===== config.mk =====
export PLATFORM = sky130hd
export DESIGN_NAME = dromajo_ram_req_port_flat
export DESIGN_NICKNAME = d
export VERILOG_FILES = /design/src/rtl/dromajo_ram_req_port_if.sv /design/src/rtl/dromajo_ram_req_port.sv /design/src/flat_wrapper.sv
export SDC_FILE = /design/constraint.sdc
export NUM_CORES = 1
export LEC_CHECK = 0
export ABC_CLOCK_PERIOD_IN_PS = 5200
export CAP_MARGIN = 10
export CORE_ASPECT_RATIO = 0.8
export CORE_MARGIN = 2
export CORE_UTILIZATION = 51
export DETAILED_ROUTE_END_ITERATION = 8
export PLACE_DENSITY = 0.85
export SYNTH_ARGS = -nofsm -noshare
export SYNTH_HDL_FRONTEND = slang
export SYNTH_SLANG_ARGS = --single-unit

===== constraint.sdc =====
create_clock -name Clk_CI -period 5.2 [get_ports Clk_CI]
set_input_delay 0.52 -clock Clk_CI [delete_from_list [all_inputs] [get_ports Clk_CI]]
set_output_delay 0.52 -clock Clk_CI [all_outputs]
set_load 0.1 [all_outputs]

===== src/rtl/dromajo_ram_req_port_if.sv =====
`default_nettype none
// ============================================================================
// Module   : dromajo_ram_req_port_if
// Brief    : Bundle of request, response and RAM strobe signals for the
//            dromajo_ram request front-end. The slave modport is the
//            front-end's view; the master modport is the upstream/RAM view.
// Revision : 1.0 - initial release
// ============================================================================
interface dromajo_ram_req_port_if #(
    parameter int ADDR_WIDTH = 10,
    parameter int RESP_DEPTH = 4
);
    localparam int c_out_w = $clog2(RESP_DEPTH + 1);

    // Upstream request stream
    logic                  ReqValid_SI;
    logic                  ReqReady_SO;
    logic                  ReqWe_SI;
    logic [7:0]            ReqBe_SI;
    logic [ADDR_WIDTH-1:0] ReqAddr_DI;
    logic [63:0]           ReqWData_DI;

    // Read response stream
    logic                  RspValid_SO;
    logic                  RspReady_SI;
    logic [63:0]           RspData_DO;
    logic                  RspErr_SO;

    // RAM strobes
    logic                  CSel_SO;
    logic                  WrEn_SO;
    logic [7:0]            BEn_SO;
    logic [63:0]           WrData_DO;
    logic [ADDR_WIDTH-1:0] Addr_DO;
    logic [63:0]           RdData_DI;

    // Status
    logic [c_out_w-1:0]    Outstanding_SO;

    modport slave (
        input  ReqValid_SI, ReqWe_SI, ReqBe_SI, ReqAddr_DI, ReqWData_DI,
        input  RspReady_SI, RdData_DI,
        output ReqReady_SO, RspValid_SO, RspData_DO, RspErr_SO,
        output CSel_SO, WrEn_SO, BEn_SO, WrData_DO, Addr_DO, Outstanding_SO
    );

    modport master (
        output ReqValid_SI, ReqWe_SI, ReqBe_SI, ReqAddr_DI, ReqWData_DI,
        output RspReady_SI, RdData_DI,
        input  ReqReady_SO, RspValid_SO, RspData_DO, RspErr_SO,
        input  CSel_SO, WrEn_SO, BEn_SO, WrData_DO, Addr_DO, Outstanding_SO
    );
endinterface
`default_nettype wire


===== src/rtl/dromajo_ram_req_port.sv =====
`default_nettype none
// ============================================================================
// Module   : dromajo_ram_req_port
// Brief    : Request front-end for the single-port 64-bit dromajo_ram.
//            Turns a valid/ready request stream into RAM strobes, tracks
//            reads across the RAM latency and returns read data in order on
//            a valid/ready response port. Credits (one per read, held until
//            the response is popped) guarantee the response FIFO never
//            overflows.
//            Optional feature macro: DROMAJO_RAM_REQ_PORT_ERR_EN enables an
//            address range check with error responses for illegal reads.
// Revision : 1.0 - initial release
// ============================================================================
module dromajo_ram_req_port #(
    parameter int ADDR_WIDTH = 10,
    parameter int DATA_DEPTH = 1024,
    parameter int OUT_REGS   = 0,
    parameter int RESP_DEPTH = 4
) (
    input  logic                  Clk_CI,
    input  logic                  Rst_RBI,
    dromajo_ram_req_port_if.slave bus
);
    localparam int c_lat   = 1 + OUT_REGS;
    localparam int c_cnt_w = $clog2(RESP_DEPTH + 1);
    localparam int c_ptr_w = (RESP_DEPTH > 1) ? $clog2(RESP_DEPTH) : 1;
    localparam logic [c_cnt_w-1:0] c_depth    = c_cnt_w'(RESP_DEPTH);
    localparam logic [c_ptr_w-1:0] c_ptr_last = c_ptr_w'(RESP_DEPTH - 1);

    // Elaboration-time sanity checks on the configuration
    generate
        if (RESP_DEPTH < c_lat + 1) begin : g_chk_resp_depth
            $error("RESP_DEPTH must be at least read latency + 1");
        end
        if (DATA_DEPTH > (1 << ADDR_WIDTH)) begin : g_chk_data_depth
            $error("DATA_DEPTH exceeds the ADDR_WIDTH address space");
        end
    endgenerate

    logic                  w_ready;
    logic                  w_accept;
    logic                  w_rd_acc;
    logic                  w_addr_ok;
    logic                  w_csel;
    logic                  w_push;
    logic                  w_rsp_valid;
    logic                  w_pop;
    logic [63:0]           w_push_data;

    logic [c_lat-1:0]      r_pipe_q, r_pipe_d;
    logic [c_cnt_w-1:0]    r_outs_q, r_outs_d;
    logic [c_cnt_w-1:0]    r_fcnt_q, r_fcnt_d;
    logic [c_ptr_w-1:0]    r_wptr_q, r_wptr_d;
    logic [c_ptr_w-1:0]    r_rptr_q, r_rptr_d;
    logic [63:0]           r_mem_q [RESP_DEPTH];

    // Ready depends only on registered credit state (and reset), never on
    // the request itself, so writes also wait for a free credit.
    assign w_ready     = Rst_RBI && (r_outs_q < c_depth);
    assign w_accept    = bus.ReqValid_SI && w_ready;
    assign w_rd_acc    = w_accept && !bus.ReqWe_SI;
    assign w_csel      = w_accept && w_addr_ok;
    assign w_push      = r_pipe_q[c_lat-1];
    assign w_rsp_valid = Rst_RBI && (r_fcnt_q != '0);
    assign w_pop       = w_rsp_valid && bus.RspReady_SI;

`ifdef DROMAJO_RAM_REQ_PORT_ERR_EN
    localparam logic [63:0] c_err_data = 64'hBADC0FFEE0DDF00D;

    logic [c_lat-1:0]      r_epipe_q, r_epipe_d;
    logic [RESP_DEPTH-1:0] r_err_q, r_err_d;

    // Out-of-range addresses never reach the RAM; an illegal read still
    // travels the pipe so its error response keeps request order.
    assign w_addr_ok   = (32'(bus.ReqAddr_DI) < 32'(DATA_DEPTH));
    assign w_push_data = r_epipe_q[c_lat-1] ? c_err_data : bus.RdData_DI;
    assign bus.RspErr_SO = w_rsp_valid && r_err_q[r_rptr_q];

    // Error tag pipe mirrors the read-valid pipe; error flag stored per entry
    always_comb begin
        r_epipe_d    = '0;
        r_epipe_d[0] = w_rd_acc && !w_addr_ok;
        for (int i = 1; i < c_lat; i++) begin
            r_epipe_d[i] = r_epipe_q[i-1];
        end
        r_err_d = r_err_q;
        if (w_push) begin
            r_err_d[r_wptr_q] = r_epipe_q[c_lat-1];
        end
    end

    // Error tag registers
    always_ff @(posedge Clk_CI) begin
        if (!Rst_RBI) begin
            r_epipe_q <= '0;
            r_err_q   <= '0;
        end else begin
            r_epipe_q <= r_epipe_d;
            r_err_q   <= r_err_d;
        end
    end
`else
    assign w_addr_ok     = 1'b1;
    assign w_push_data   = bus.RdData_DI;
    assign bus.RspErr_SO = 1'b0;
`endif

    // RAM strobes follow the accepted request in the same cycle
    assign bus.CSel_SO        = w_csel;
    assign bus.WrEn_SO        = w_csel && bus.ReqWe_SI;
    assign bus.BEn_SO         = bus.ReqBe_SI;
    assign bus.Addr_DO        = bus.ReqAddr_DI;
    assign bus.WrData_DO      = bus.ReqWData_DI;

    assign bus.ReqReady_SO    = w_ready;
    assign bus.RspValid_SO    = w_rsp_valid;
    assign bus.RspData_DO     = r_mem_q[r_rptr_q];
    assign bus.Outstanding_SO = Rst_RBI ? r_outs_q : '0;

    // Next-state: read tag pipe, credit counter and FIFO pointers
    always_comb begin
        r_pipe_d    = '0;
        r_pipe_d[0] = w_rd_acc;
        for (int i = 1; i < c_lat; i++) begin
            r_pipe_d[i] = r_pipe_q[i-1];
        end

        r_outs_d = r_outs_q;
        if (w_rd_acc && !w_pop) begin
            r_outs_d = r_outs_q + c_cnt_w'(1);
        end else if (!w_rd_acc && w_pop) begin
            r_outs_d = r_outs_q - c_cnt_w'(1);
        end

        r_fcnt_d = r_fcnt_q;
        if (w_push && !w_pop) begin
            r_fcnt_d = r_fcnt_q + c_cnt_w'(1);
        end else if (!w_push && w_pop) begin
            r_fcnt_d = r_fcnt_q - c_cnt_w'(1);
        end

        r_wptr_d = r_wptr_q;
        if (w_push) begin
            r_wptr_d = (r_wptr_q == c_ptr_last) ? '0 : r_wptr_q + c_ptr_w'(1);
        end

        r_rptr_d = r_rptr_q;
        if (w_pop) begin
            r_rptr_d = (r_rptr_q == c_ptr_last) ? '0 : r_rptr_q + c_ptr_w'(1);
        end
    end

    // Control state registers; reset drops any reads still in the RAM pipe
    always_ff @(posedge Clk_CI) begin
        if (!Rst_RBI) begin
            r_pipe_q <= '0;
            r_outs_q <= '0;
            r_fcnt_q <= '0;
            r_wptr_q <= '0;
            r_rptr_q <= '0;
        end else begin
            r_pipe_q <= r_pipe_d;
            r_outs_q <= r_outs_d;
            r_fcnt_q <= r_fcnt_d;
            r_wptr_q <= r_wptr_d;
            r_rptr_q <= r_rptr_d;
        end
    end

    // Response FIFO storage captures RAM data as each read tag exits the pipe
    always_ff @(posedge Clk_CI) begin
        if (w_push) begin
            r_mem_q[r_wptr_q] <= w_push_data;
        end
    end

    a_fifo_no_overflow: assert property (
        @(posedge Clk_CI) disable iff (!Rst_RBI)
        !(w_push && (r_fcnt_q == c_depth))
    );
endmodule
`default_nettype wire

===== src/flat_wrapper.sv =====
// flat-port wrapper written by rule: the top's interface ports become plain ports
module dromajo_ram_req_port_flat 
#(
    parameter int ADDR_WIDTH = 10,
    parameter int DATA_DEPTH = 1024,
    parameter int OUT_REGS   = 0,
    parameter int RESP_DEPTH = 4
)
  (Clk_CI, Rst_RBI, bus_ReqValid_SI, bus_ReqWe_SI, bus_ReqBe_SI, bus_ReqAddr_DI, bus_ReqWData_DI, bus_RspReady_SI, bus_RdData_DI, bus_ReqReady_SO, bus_RspValid_SO, bus_RspData_DO, bus_RspErr_SO, bus_CSel_SO, bus_WrEn_SO, bus_BEn_SO, bus_WrData_DO, bus_Addr_DO, bus_Outstanding_SO);
  dromajo_ram_req_port_if #(.ADDR_WIDTH(ADDR_WIDTH), .RESP_DEPTH(RESP_DEPTH)) bus_i ();
  input  logic Clk_CI;
  input  logic Rst_RBI;
  input wire logic [$bits(bus_i.ReqValid_SI)-1:0] bus_ReqValid_SI;
  input wire logic [$bits(bus_i.ReqWe_SI)-1:0] bus_ReqWe_SI;
  input wire logic [$bits(bus_i.ReqBe_SI)-1:0] bus_ReqBe_SI;
  input wire logic [$bits(bus_i.ReqAddr_DI)-1:0] bus_ReqAddr_DI;
  input wire logic [$bits(bus_i.ReqWData_DI)-1:0] bus_ReqWData_DI;
  input wire logic [$bits(bus_i.RspReady_SI)-1:0] bus_RspReady_SI;
  input wire logic [$bits(bus_i.RdData_DI)-1:0] bus_RdData_DI;
  output wire logic [$bits(bus_i.ReqReady_SO)-1:0] bus_ReqReady_SO;
  output wire logic [$bits(bus_i.RspValid_SO)-1:0] bus_RspValid_SO;
  output wire logic [$bits(bus_i.RspData_DO)-1:0] bus_RspData_DO;
  output wire logic [$bits(bus_i.RspErr_SO)-1:0] bus_RspErr_SO;
  output wire logic [$bits(bus_i.CSel_SO)-1:0] bus_CSel_SO;
  output wire logic [$bits(bus_i.WrEn_SO)-1:0] bus_WrEn_SO;
  output wire logic [$bits(bus_i.BEn_SO)-1:0] bus_BEn_SO;
  output wire logic [$bits(bus_i.WrData_DO)-1:0] bus_WrData_DO;
  output wire logic [$bits(bus_i.Addr_DO)-1:0] bus_Addr_DO;
  output wire logic [$bits(bus_i.Outstanding_SO)-1:0] bus_Outstanding_SO;
  assign bus_i.ReqValid_SI = bus_ReqValid_SI;
  assign bus_i.ReqWe_SI = bus_ReqWe_SI;
  assign bus_i.ReqBe_SI = bus_ReqBe_SI;
  assign bus_i.ReqAddr_DI = bus_ReqAddr_DI;
  assign bus_i.ReqWData_DI = bus_ReqWData_DI;
  assign bus_i.RspReady_SI = bus_RspReady_SI;
  assign bus_i.RdData_DI = bus_RdData_DI;
  assign bus_ReqReady_SO = bus_i.ReqReady_SO;
  assign bus_RspValid_SO = bus_i.RspValid_SO;
  assign bus_RspData_DO = bus_i.RspData_DO;
  assign bus_RspErr_SO = bus_i.RspErr_SO;
  assign bus_CSel_SO = bus_i.CSel_SO;
  assign bus_WrEn_SO = bus_i.WrEn_SO;
  assign bus_BEn_SO = bus_i.BEn_SO;
  assign bus_WrData_DO = bus_i.WrData_DO;
  assign bus_Addr_DO = bus_i.Addr_DO;
  assign bus_Outstanding_SO = bus_i.Outstanding_SO;
  dromajo_ram_req_port #(.ADDR_WIDTH(ADDR_WIDTH), .DATA_DEPTH(DATA_DEPTH), .OUT_REGS(OUT_REGS), .RESP_DEPTH(RESP_DEPTH)) u_core (.Clk_CI(Clk_CI), .Rst_RBI(Rst_RBI), .bus(bus_i));
endmodule

---- After elaboration in Yosys (flattened, before gate mapping) ----
Memory sizes are Yosys's and may differ from the RTL's. A register that Yosys moved wholly into a read port is not among the register bits.
Index checks and enable logic that the tools add are counted.
storage, ports and cells
  memories kept ........................... 1
  word-level logic and storage cells ...... 43
  register bits after elaboration ......... 11
  memory bits (writable) .................. 256
  output and inout bits ................... 154
  input port bits ......................... 151
memories
  memory          depth  width  read ports  clocked after Yosys merged registers in  wr ports  line                        RTL
  u_core.r_mem_q  4      64     1           1                                        1         dromajo_ram_req_port.sv:55  logic [63:0] r_mem_q [RESP_DEPTH];
operators by class
  add/sub/neg operators ................... 6
  equality and inequality tests ........... 2
  reduce and logical (&&, ||, !) cells .... 17
  order comparisons ....................... 1
  multiplexer cells ....................... 11
operators with widths
  operator                                            number
  two-way mux 3 bit                                   5
  logical AND 1 bit                                   10
  two-way mux 2 bit                                   4
  adder 3 x 1 -> 3 bit (second input constant)        2
  subtractor 3 x 1 -> 3 bit (second input constant)   2
  adder 2 x 1 -> 2 bit (second input constant)        2
  equality test 2 bit (second input constant)         2
  logical NOT 1 bit                                   4
  nonzero test 2 bit                                  2
  less-than comparator 3 bit (second input constant)  1
  nonzero test 3 bit                                  1
  two-way mux 1 bit                                   2

---- Logic depth before layout (Yosys ltp) ----
Gate-level depths: netlist of the first run.
  depth in word-level cells ............... 8
  gate-level depth with buffers ........... 9

---- Worst setup path after synthesis of the first run ----
No wires, ideal clock.
  path kind ............................... input to register
  from .................................... input Rst_RBI
  to ...................................... register u_core.r_outs_q[2]
  required time ........................... 5,078 ps
  library setup time ...................... 122 ps
  path buffers ............................ 0
  arrival time ............................ 4,298 ps
  path slack .............................. 780 ps
  stages .................................. 9
  cells stage by stage .................... nor2b_1 -> and2_1 -> nor2b_1 -> ha_1 -> inv_1 -> fa_1 -> xor2_1 -> nor2_1 -> mux2_2
on the way
  word-level cells in the longest chain between the ends .. 6
RTL lines
  element                              line                         RTL
  start, declared                      flat_wrapper.sv:12           input logic Rst_RBI;
  logical AND 1 bit *                  dromajo_ram_req_port.sv:59   assign w_ready = Rst_RBI && (r_outs_q < c_depth);
  logical AND 1 bit *                  dromajo_ram_req_port.sv:60   assign w_accept = bus.ReqValid_SI && w_ready;
  net bus_CSel_SO                      flat_wrapper.sv:24           output wire logic [$bits(bus_i.CSel_SO)-1:0] bus_CSel_SO;
  logical AND 1 bit *                  dromajo_ram_req_port.sv:61   assign w_rd_acc = w_accept && !bus.ReqWe_SI;
  net u_core.r_pipe_d                  dromajo_ram_req_port.sv:50   logic [c_lat-1:0] r_pipe_q, r_pipe_d;
  logical NOT 1 bit                    dromajo_ram_req_port.sv:131  end else if (!w_rd_acc && w_pop) begin
  logical AND 1 bit                    dromajo_ram_req_port.sv:131
  nonzero test 2 bit (no source line)  -
  end signal, assigned                 dromajo_ram_req_port.sv:163  r_outs_q <= r_outs_d;
  end, declared                        dromajo_ram_req_port.sv:51   logic [c_cnt_w-1:0] r_outs_q, r_outs_d;
Mark *: on every way through the listed nets, which the timed path passes. The rest lies on a longest branch.
A chain may end at the register's enable or synchronous reset.

==> results of run 1 <==
logic make-up after synthesis:
logic type	Yosys count	share of synthesized area
adder cells (fa/ha/maj)	9	0.0120
AND/OR/NAND/NOR	23	0.0128
XOR/XNOR	4	0.00330
buffers and inverters	103	0.0765
AO/OA/AOI/OAI	6	0.00471
multiplexers	69	0.142
flip-flops	269	0.748
other	1	0.000353
flip-flops by register name, summed over array words and instances (netlist names), named ones only:
signal / count
u_core.r_fcnt_q: 3
u_core.r_mem_q: 256
u_core.r_outs_q: 3
u_core.r_pipe_q: 1
u_core.r_rptr_q: 2
u_core.r_wptr_q: 2
worst max-delay path, delay by kind of cell, from the launching register on:
kind,cells,cell delay [ns]
mux,1,0.62
buf+inv,2,1.35
flops,1,0.69
per-layer routing:
| metal | vias up | share of wire | GRT usage |
|---|---|---|---|
| li1 | 2002 | - | - |
| met5 | - | 0 | 0 |
| met4 | 0 | 0.019 | 0.0412 |
| met1 | 2411 | 0.39 | 0.231 |
| met3 | 36 | 0.096 | 0.0621 |
| met2 | 252 | 0.49 | 0.291 |
area by class of cell:
class | count | area [µm²]
inverters | 5 | 18.8
multi-input cells | 112 | 1870
clock inverters | 12 | 114
repair buffers | 140 | 1410
well taps | 269 | 337
flip-flops and latches | 269 | 7960
clock buffers | 36 | 719
fillers | 1422 | 8160
power by group through the flow:
stage | Combinational (µW) | Sequential, µW | Clock, µW
6_report | 1430 | 2490 | 1810
5_1_grt | 1480 | 2500 | 1940
4_1_cts | 1440 | 2490 | 1860
3_5_place_dp | 1440 | 2540 | 0
3_3_place_gp | 1420 | 2530 | 0
2_1_floorplan | 1490 | 2480 | 0
through the flow:
step	std cells	hold WS (ns)	total power, µW	util
after floorplan	484	0.464	3970	-
after global placement	795	0.489	3950	0.563
after detailed placement	795	0.500	3970	0.563
after CTS	843	0.511	5790	0.604
after global routing	843	0.547	5920	0.604
final	843	0.520	5730	0.604
cell usage after synthesis (4+ instances only):
master / n / area (µm²)
sky130_fd_sc_hd__and2_1: 10 / 62.6
sky130_fd_sc_hd__buf_12: 6 / 120
sky130_fd_sc_hd__buf_2: 6 / 30.0
sky130_fd_sc_hd__buf_4: 83 / 623
sky130_fd_sc_hd__dfxtp_1: 13 / 260
sky130_fd_sc_hd__edfxtp_1: 256 / 7690
sky130_fd_sc_hd__ha_1: 7 / 87.6
sky130_fd_sc_hd__inv_1: 5 / 18.8
sky130_fd_sc_hd__mux2i_1: 4 / 40.0
sky130_fd_sc_hd__mux4_1: 4 / 105
sky130_fd_sc_hd__mux4_2: 60 / 1350
sky130_fd_sc_hd__nor2b_1: 7 / 43.8
worst max-delay path by stage:
stage                     startpoint                 end  cells past startpoint
after floorplan              Rst_RBI  u_core.r_outs_q[2]                      9
after global placement       Rst_RBI         bus_WrEn_SO                      4
after detailed placement     Rst_RBI         bus_WrEn_SO                      4
after CTS                   register  bus_RspData_DO[45]                      3
after global routing        register  bus_RspData_DO[48]                      3
final                       register  bus_RspData_DO[45]                      3
==> PnR_summary.wiki, run 1 <==
{| class="wikitable"
! Metric !! Value
|-
| X dimension of the die || 165 µm
|-
| CP Data Required Time || 4.68 ns
|-
| Setup skew after layout || 0.0157 ns
|-
| Global-route wire length before repair || 29500 µm
|-
| Die area || 22000 µm²
|-
| Outcome || finished, final reports clean
|-
| Starting Density || 0.516
|-
| Routed wire per std cell || about 23 µm
|-
| Number of enable-type register cells in the synthesized netlist || between 200 and 300
|-
| Final wirelength || between 15000 and 20000 µm
|-
| Power share of the sequential group || 0.434
|-
| Cell type of the slowest stage on the worst timing path || sky130_fd_sc_hd__clkdlybuf4s50_1
|-
| Number of buffers between clock root and the deepest sink || 3
|-
| Share of layout cells above drive strength 1 || 0.181
|-
| Antenna Violating Nets Remaining || 0
|-
| # nets final || 715
|-
| Predominant post-synthesis flop cell || sky130_fd_sc_hd__edfxtp_1
|-
| Routability-driven placement congestion ratio || 0.685
|-
| Class of the tightest hold or removal check || register to register
|-
| Proportion of register bits with asynchronous set or reset after synthesis || 0
|-
| Final standard cell area without fillers || roughly 12000 µm²
|-
| Root Driver || sky130_fd_sc_hd__clkbuf_16
|-
| Post-Synthesis Mean Instance Area || about 22 µm²
|-
| Critical Path, Cell by Cell || buf_12, mux4_1, clkdlybuf4s50_1
|-
| Clock-pin slew on the worst setup and hold paths || 0.06 ns
|-
| Yosys Warn Count || 0
|-
| Std cell rows || 47
|-
| Count of instances resized after the clock tree is built || 0
|-
| Slew at the pin closest to its max-slew limit || roughly 1.1 ns
|-
| Distinct cell type count after synthesis || 29
|-
| H-tree level count || 1
|-
| Min setup slack post-route || 1.44 ns
|-
| Number of antenna repair diodes || 0
|-
| Count of pins on the block boundary || approximately 310
|-
| Hold violation count in the final report || 0
|-
| Critical path peak fanout || 39
|-
| Final worst-path cycle share || 0.723
|-
| Most common cell after layout, fill and taps aside || sky130_fd_sc_hd__edfxtp_1
|-
| Layout overhead on the synthesized area || 17.0%
|-
| Hold-fix buffers at CTS || 0
|-
| Share of synthesized area occupied by flip-flops and latches || 0.748
|-
| Worst setup slack before clock tree synthesis || 1.78 ns
|-
| Most used cells in the layout excluding fill and tap cells || sky130_fd_sc_hd__edfxtp_1, sky130_fd_sc_hd__clkdlybuf4s50_1, sky130_fd_sc_hd__mux4_2
|-
| Initial antenna violation count || 0
|-
| Post-CTS setup buffer count || 0
|-
| Initial DRC Count || ~360
|-
| Clock sink count || 269
|-
| Internal power || a little under 4000 µW
|-
| Type of origin of the critical path || register
|-
| Portion of total power attributed to the clock network || 0.316
|-
| Total of max-cap violations || 0
|-
| Synthesized netlist net count || roughly 640
|-
| Count of mapped cells out of synthesis || between 400 and 500
|-
| Arrival time of the worst setup path || 3.24 ns
|-
| Accumulated negative setup slack || 0 ns
|-
| Worst slew margin relative to its limit || 0.297
|-
| Hold-critical path depth || 1
|-
| Pin count of the biggest net entering global routing || 65
|-
| CTS tree || done
|-
| DP Area || between 10000 and 15000 µm²
|-
| Detailed placement HPWL || ~12000 µm
|-
| GRT Total Usage || 0.178
|-
| Crit Path Class || register to output pin
|-
| Final min period || about 3.8 ns
|-
| 1st-pass router iterations || 4
|-
| Number of register bits inferred by synthesis || around 270
|-
| Number of pins exceeding their max-slew limit in the final report || 0
|-
| Switching part of the total || 0.317
|-
| Hold_sp || u_core.r_rptr_q[0]
|-
| Final global-route overflow total || 0
|-
| Via count of the first global-routing pass || 5178
|-
| Highest clock frequency the design can meet || between 200 and 300 MHz
|-
| Total of endpoints with negative setup slack in the final report || 0
|-
| Total net switching power || 1820 µW
|-
| Reg2reg path depth || 7
|-
| Total of buffers placed on input and output ports || about 140
|-
| Worst path max stage delay || 0.99 ns
|-
| Die height || ~130 µm
|-
| Unrepaired setup endpoints after global routing || false
|-
| Pwr dens || 461 nW/µm²
|-
| Mapped cell area || ~11000 µm²
|-
| Combinational fraction of design power || 0.249
|-
| Register-to-register setup slack || ~2.8 ns
|-
| Type of destination of the critical path || output pin
|-
| Endpoint of the worst register-to-register path || u_core.r_outs_q[2]
|-
| Number of DRC violations after detailed routing || 0
|-
| Source of the worst register-to-register timing path || u_core.r_fcnt_q[0]
|-
| Worst-case vdd ir drop || about 0.28 mV
|-
| Total number of vias || about 4700
|-
| Vias/cell || ~5.6
|-
| Clock latency of the later-clocked register in the worst-skew pair || roughly 0.52 ns
|-
| Number of buffers added by the clock tree synthesis step || 27
|-
| Area of the core || 20600 µm²
|-
| Leakage power figure || a little under 0.004 µW
|}
No activity file was read; power rests on OpenSTA's default activity.
==> run 2, diff against run 1 <==
--- a/config.mk
+++ b/config.mk
@@ -5,13 +5,13 @@
 export SDC_FILE = /design/constraint.sdc
 export NUM_CORES = 1
 export LEC_CHECK = 0
-export ABC_CLOCK_PERIOD_IN_PS = 5200
+export ABC_CLOCK_PERIOD_IN_PS = 3800
 export CAP_MARGIN = 10
 export CORE_ASPECT_RATIO = 0.8
 export CORE_MARGIN = 2
-export CORE_UTILIZATION = 51
+export CORE_UTILIZATION = 48
 export DETAILED_ROUTE_END_ITERATION = 8
-export PLACE_DENSITY = 0.85
+export PLACE_DENSITY = 0.81
 export SYNTH_ARGS = -nofsm -noshare
 export SYNTH_HDL_FRONTEND = slang
 export SYNTH_SLANG_ARGS = --single-unit
==> constraint.sdc (replaced) <==
create_clock -name Clk_CI -period 3.8 [get_ports Clk_CI]
set_input_delay 0.38 -clock Clk_CI [delete_from_list [all_inputs] [get_ports Clk_CI]]
set_output_delay 0.38 -clock Clk_CI [all_outputs]
set_load 0.1 [all_outputs]
==> run 2 against run 1 <==
Effect of this change: setup slack got worse by 0.46 ns; first-iteration DRC count fell by 12%; critical endpoint is now bus_RspData_DO[63]; total power rose by 35%; register-to-register slack got worse by 1.4 ns; non-clock buffer count rose by 2; die area rose by 6.1%.
==> PnR_summary.wiki, run 2 (synthesized netlist as in run 1, its figures left out) <==
{| class="wikitable"
! Metric !! Value
|-
| Number of buffers between clock root and the deepest sink || 3
|-
| Area of the multi-input gates || 1870 µm²
|-
| Count of instances resized after the clock tree is built || 0
|-
| Std cell rows || 48
|-
| Final worst-path cycle share || 0.742
|-
| Total of max-cap violations || 0
|-
| Initial DRC Count || between 300 and 400
|-
| Routed wire per std cell || between 20 and 30 µm
|-
| Unrepaired setup endpoints after global routing || false
|-
| Number of filler cells placed in the layout || between 1500 and 2000
|-
| 1st-pass router iterations || 4
|-
| Worst slew margin relative to its limit || 0.327
|-
| Most used cells in the layout excluding fill and tap cells || sky130_fd_sc_hd__edfxtp_1, sky130_fd_sc_hd__buf_4, sky130_fd_sc_hd__clkdlybuf4s50_1
|-
| Registers with the most flip-flops || u_core.r_mem_q: 256 flops, u_core.r_fcnt_q: 3 flops, u_core.r_outs_q: 3 flops
|-
| Family with the most delay on the worst path || buffers and inverters
|-
| Count of pins on the block boundary || just over 300
|-
| Final Total Pwr || 7740 µW
|-
| Highest clock frequency the design can meet || 355 MHz
|-
| Number of pins exceeding their max-slew limit in the final report || 0
|-
| Initial antenna violation count || 2
|-
| X dimension of the die || approximately 170 µm
|-
| Via count of the first global-routing pass || between 4000 and 5000
|-
| Pin count of the biggest net entering global routing || 65
|-
| Cell type of the slowest stage on the worst timing path || sky130_fd_sc_hd__clkdlybuf4s50_1
|-
| Global-route wire length before repair || between 30000 and 40000 µm
|-
| Largest register by flop count || u_core.r_mem_q
|-
| Critical Path, Cell by Cell || mux4_1, clkdlybuf4s50_1
|-
| Type of origin of the critical path || register
|-
| Total of buffers placed on input and output ports || 139
|-
| Crit Path Class || register to output pin
|-
| Total of endpoints with negative setup slack in the final report || 0
|-
| Outcome || finished, final reports clean
|-
| CTS tree || done
|-
| Clock-pin slew on the worst setup and hold paths || approximately 0.06 ns
|-
| Hold-fix buffers at CTS || 0
|-
| Type of destination of the critical path || output pin
|-
| Hold_sp || bus_ReqWe_SI
|-
| Detailed placement HPWL || about 14000 µm
|-
| Total number of vias || 4645
|-
| Combined buffer and inverter count along the critical path || 1
|-
| Critical path peak fanout || 2
|-
| Die height || roughly 140 µm
|-
| Starting Density || 0.491
|-
| Antenna Violating Nets Remaining || 0
|-
| Post-CTS setup buffer count || 0
|-
| Die area || around 23000 µm²
|-
| Worst hold margin || between 0.4 and 0.5 ns
|-
| # nets final || approximately 720
|-
| Worst path max stage delay || 1.00 ns
|-
| Vias/cell || approximately 5.5
|-
| Routability-driven placement congestion ratio || between 0.7 and 0.8
|-
| Class of the tightest hold or removal check || primary input to register
|-
| Slew at the pin closest to its max-slew limit || about 1.0 ns
|-
| Arrival time of the worst setup path || between 2 and 2.5 ns
|-
| Most common cell after layout, fill and taps aside || sky130_fd_sc_hd__edfxtp_1
|-
| H-tree level count || 1
|-
| Root Driver || sky130_fd_sc_hd__clkbuf_16
|-
| Hold violation count in the final report || 0
|-
| Final min period || ~2.8 ns
|-
| Number of buffers added by the clock tree synthesis step || 27
|-
| Setup skew after layout || between 0.006 and 0.007 ns
|-
| Source of the worst register-to-register timing path || u_core.r_fcnt_q[0]
|-
| Final global-route overflow total || 0
|-
| Leakage power figure || approximately 0.0040 µW
|-
| Accumulated negative setup slack || 0 ns
|-
| Clock sink count || 269
|-
| GRT Total Usage || 0.182
|-
| Final wirelength || between 20000 and 25000 µm
|-
| Clock latency of the later-clocked register in the worst-skew pair || roughly 0.54 ns
|-
| Worst-case vdd ir drop || a little under 0.4 mV
|-
| Register Area || 7960 µm²
|-
| Pwr dens || about 630 nW/µm²
|-
| Layout overhead on the synthesized area || 15.3%
|-
| Number of flip-flops under the largest register name || roughly 260
|-
| Number of DRC violations after detailed routing || 0
|-
| Area of the core || 21600 µm²
|-
| CP Data Required Time || about 3.4 ns
|-
| Share of layout cells above drive strength 1 || 0.310
|}
[run 2: cell type report]
type | instances | area share
Multi-Input combinational cell | 112 | 0.153
Antenna cell | 1 | 0.000204
Inverter | 5 | 0.00153
Tap cell | 275 | 0.0281
Clock buffer | 33 | 0.0570
Timing Repair Buffer | 142 | 0.102
Sequential cell | 269 | 0.650
Clock inverter | 13 | 0.00848
[run 2: power breakdown]
part / switching (µW) / leakage, µW / internal (µW)
clock: 1060 / 0.000398 / 1370
combinational: 1430 / 0.00117 / 532
sequential: 33.5 / 0.00242 / 3310
[run 2: stage by stage]
step | utilization | area, µm² | worst slack, ns | instances
floorplan | - | 10600 | 0.103 | 484
global placement | 0.529 | 11400 | 0.945 | 803
detailed placement | 0.529 | 11400 | 0.754 | 803
CTS | 0.566 | 12200 | 0.943 | 849
global route | 0.566 | 12200 | 0.934 | 849
finish | 0.566 | 12200 | 0.981 | 850
[run 2: layer usage]
metal	vias up	track usage	share of wire
li1	2003	-	-
met1	2368	0.201	0.35
met2	214	0.311	0.51
met3	58	0.0847	0.11
met4	2	0.0632	0.035
met5	-	0	0.00060
[run 2: final timing paths]
check	endpoint	slack, ns	cells after the start
max reg2reg	u_core.r_fcnt_q[2]	1.38	7
min	u_core.r_pipe_q	0.45	2
min reg2reg	u_core.r_fcnt_q[2]	0.56	2
max	bus_RspData_DO[63]	0.98	2
==> run 3, diff against run 2 <==
--- a/config.mk
+++ b/config.mk
@@ -5,7 +5,7 @@
 export SDC_FILE = /design/constraint.sdc
 export NUM_CORES = 1
 export LEC_CHECK = 0
-export ABC_CLOCK_PERIOD_IN_PS = 3800
+export ABC_CLOCK_PERIOD_IN_PS = 2600
 export CAP_MARGIN = 10
 export CORE_ASPECT_RATIO = 0.8
 export CORE_MARGIN = 2
==> constraint.sdc (replaced) <==
create_clock -name Clk_CI -period 2.6 [get_ports Clk_CI]
set_input_delay 0.26 -clock Clk_CI [delete_from_list [all_inputs] [get_ports Clk_CI]]
set_output_delay 0.26 -clock Clk_CI [all_outputs]
set_load 0.1 [all_outputs]
==> run 3 against run 2 <==
Effect of this change: largest power group unchanged; largest cell class unchanged; first-iteration DRC count increased by 22%; sequential share of layout area is 4.9 points lower; highest routed layer unchanged; via count is 2.9% higher; flip-flop and latch count did not move; wire length increased by 3.2%; die area did not move; clock power rose by 46%.
==> PnR_summary.wiki, run 3 (synthesized netlist as in run 1, its figures left out) <==
{| class="wikitable"
! Metric !! Value
|-
| Total of buffers placed on input and output ports || between 100 and 150
|-
| Global-route wire length before repair || 32100 µm
|-
| Number of antenna repair diodes || 0
|-
| Layout overhead on the synthesized area || 24.8%
|-
| Registers with the most flip-flops || u_core.r_mem_q: 256 flops, u_core.r_fcnt_q: 3 flops, u_core.r_outs_q: 3 flops
|-
| Class of the tightest hold or removal check || primary input to register
|-
| Number of flip-flops under the largest register name || roughly 260
|-
| Most common cell after layout, fill and taps aside || sky130_fd_sc_hd__edfxtp_1
|-
| Combined buffer and inverter count along the critical path || 2
|-
| H-tree level count || 1
|-
| Detailed placement HPWL || between 15000 and 20000 µm
|-
| Power share of the sequential group || 0.412
|-
| Most used cells in the layout excluding fill and tap cells || sky130_fd_sc_hd__edfxtp_1, sky130_fd_sc_hd__buf_12, sky130_fd_sc_hd__clkdlybuf4s50_1
|-
| Number of pins exceeding their max-slew limit in the final report || 0
|-
| Initial antenna violation count || 2
|-
| Critical Path, Cell by Cell || buf_4, mux4_2, buf_12
|-
| Initial DRC Count || 380
|-
| Endpoint of the worst register-to-register path || u_core.r_fcnt_q[2]
|-
| Reg2reg path depth || 7
|-
| Worst min-delay path endpoint || u_core.r_pipe_q
|-
| Source of the worst register-to-register timing path || u_core.r_fcnt_q[0]
|-
| Accumulated negative setup slack || 0 ns
|-
| Starting Density || 0.491
|-
| Cell type of the slowest stage on the worst timing path || sky130_fd_sc_hd__dfxtp_4
|-
| Worst-case vdd ir drop || about 0.64 mV
|-
| Arrival time of the worst setup path || 2.20 ns
|-
| Unrepaired setup endpoints after global routing || false
|-
| Number of buffers between clock root and the deepest sink || 3
|-
| Area of the core || about 22000 µm²
|-
| Combinational fraction of design power || 0.293
|-
| # nets final || 726
|-
| Internal power || slightly above 8000 µW
|-
| Leakage power figure || approximately 0.0044 µW
|-
| 1st-pass router iterations || 4
|-
| Worst path max stage delay || just under 0.6 ns
|-
| Switching part of the total || 0.317
|-
| Crit Path Class || register to output pin
|-
| Register-to-register setup slack || approximately 0.21 ns
|-
| Hold violation count in the final report || 0
|-
| Vias/cell || 5.56
|-
| Setup skew after layout || 0.00971 ns
|-
| Highest clock frequency the design can meet || roughly 410 MHz
|-
| Depth of the critical timing path with buffers and inverters included || 3
|-
| Routed wire per std cell || 25.9 µm
|-
| Count of pins on the block boundary || between 300 and 400
|-
| Via count of the first global-routing pass || approximately 5000
|-
| CP Data Required Time || 2.34 ns
|-
| Antenna Violating Nets Remaining || 0
|-
| Worst slew margin relative to its limit || 0.641
|-
| Share of layout cells above drive strength 1 || 0.333
|-
| Die area || about 23000 µm²
|-
| Total of endpoints with negative setup slack in the final report || 0
|-
| Routability-driven placement congestion ratio || 0.780
|-
| Final Total Pwr || approximately 12000 µW
|-
| Std cell rows || 48
|-
| Total number of vias || around 4800
|-
| Post-CTS setup buffer count || 0
|-
| CTS tree || done
|-
| Final min period || 2.46 ns
|-
| Clock latency of the later-clocked register in the worst-skew pair || 0.52 ns
|-
| Total net switching power || 3810 µW
|-
| Portion of total power attributed to the clock network || 0.295
|-
| Type of destination of the critical path || output pin
|-
| Family with the most delay on the worst path || flip-flops
|-
| Clock-pin slew on the worst setup and hold paths || around 0.060 ns
|-
| Number of DRC violations after detailed routing || 0
|-
| Largest register by flop count || u_core.r_mem_q
|-
| Die height || roughly 140 µm
|-
| Outcome || finished, final reports clean
|-
| Final worst-path cycle share || 0.947
|-
| Count of instances resized after the clock tree is built || 0
|-
| Total of max-cap violations || 0
|-
| Pwr dens || 907 nW/µm²
|-
| Final wirelength || 22300 µm
|-
| Clock sink count || roughly 270
|-
| Number of buffers added by the clock tree synthesis step || 26
|-
| Type of origin of the critical path || register
|-
| Critical path peak fanout || 19
|-
| Hold_sp || bus_ReqWe_SI
|-
| Hold-critical path depth || 2
|-
| Slew at the pin closest to its max-slew limit || approximately 0.54 ns
|-
| Pin count of the biggest net entering global routing || 40
|-
| Hold-fix buffers at CTS || 0
|-
| Root Driver || sky130_fd_sc_hd__clkbuf_16
|-
| X dimension of the die || about 170 µm
|-
| Final global-route overflow total || 0
|-
| GRT Total Usage || 0.191
|}
-- run 3: area by class of cell --
cell class	count	area, µm²
flip-flops and latches	269	7960
well taps	275	344
multi-input cells	112	1890
fillers	1435	8370
clock inverters	20	153
repair buffers	152	2240
inverters	5	18.8
clock buffers	27	654
-- run 3: power by group through the flow --
| stage | combinational [µW] | clock [µW] | sequential, µW |
|---|---|---|---|
| floorplan | 2990 | 0 | 4970 |
| global placement | 3510 | 0 | 5030 |
| detailed placement | 3540 | 0 | 5040 |
| CTS | 3550 | 3640 | 4950 |
| global route | 3620 | 3790 | 4960 |
| finish | 3520 | 3540 | 4950 |
-- run 3: routing by layer --
| metal | vias to the layer above | wire length, µm | track usage |
|---|---|---|---|
| met5 | - | 8 | 0 |
| met3 | 62 | 2430 | 0.0784 |
| li1 | 2029 | - | - |
| met2 | 246 | 11100 | 0.312 |
| met1 | 2440 | 7810 | 0.227 |
| met4 | 2 | 912 | 0.0741 |
-- run 3: worst max path at each step --
stage / to / slack (ns)
detailed placement: u_core.r_fcnt_q[2] / 0.05
CTS: bus_RspData_DO[14] / 0.06
finish: bus_RspData_DO[14] / 0.14
global placement: u_core.r_outs_q[2] / 0.13
floorplan: u_core.r_outs_q[2] / -0.12
global route: bus_RspData_DO[35] / 0.009
-- run 3: worst reg2reg max path, cell delays in order, from the launching register on --
cell	delay [ns]
sky130_fd_sc_hd__dfxtp_1	0.37
sky130_fd_sc_hd__o311ai_2	0.47
sky130_fd_sc_hd__ha_1	0.29
sky130_fd_sc_hd__inv_1	0.08
sky130_fd_sc_hd__fa_1	0.43
sky130_fd_sc_hd__xor2_1	0.19
sky130_fd_sc_hd__or3_1	0.30
sky130_fd_sc_hd__a21boi_0	0.18
-- run 3: through the flow --
step / hold WS [ns] / util / setup slack [ns] / instance area (µm²) / std cells
6_report: 0.352 / 0.613 / 0.138 / 13200 / 860
2_1_floorplan: 0.332 / - / -0.123 / 10600 / 484
3_5_place_dp: 0.505 / 0.575 / 0.0478 / 12400 / 813
3_3_place_gp: 0.492 / 0.575 / 0.126 / 12400 / 813
5_1_grt: 0.343 / 0.613 / 0.00903 / 13200 / 860
4_1_cts: 0.320 / 0.613 / 0.0594 / 13200 / 860
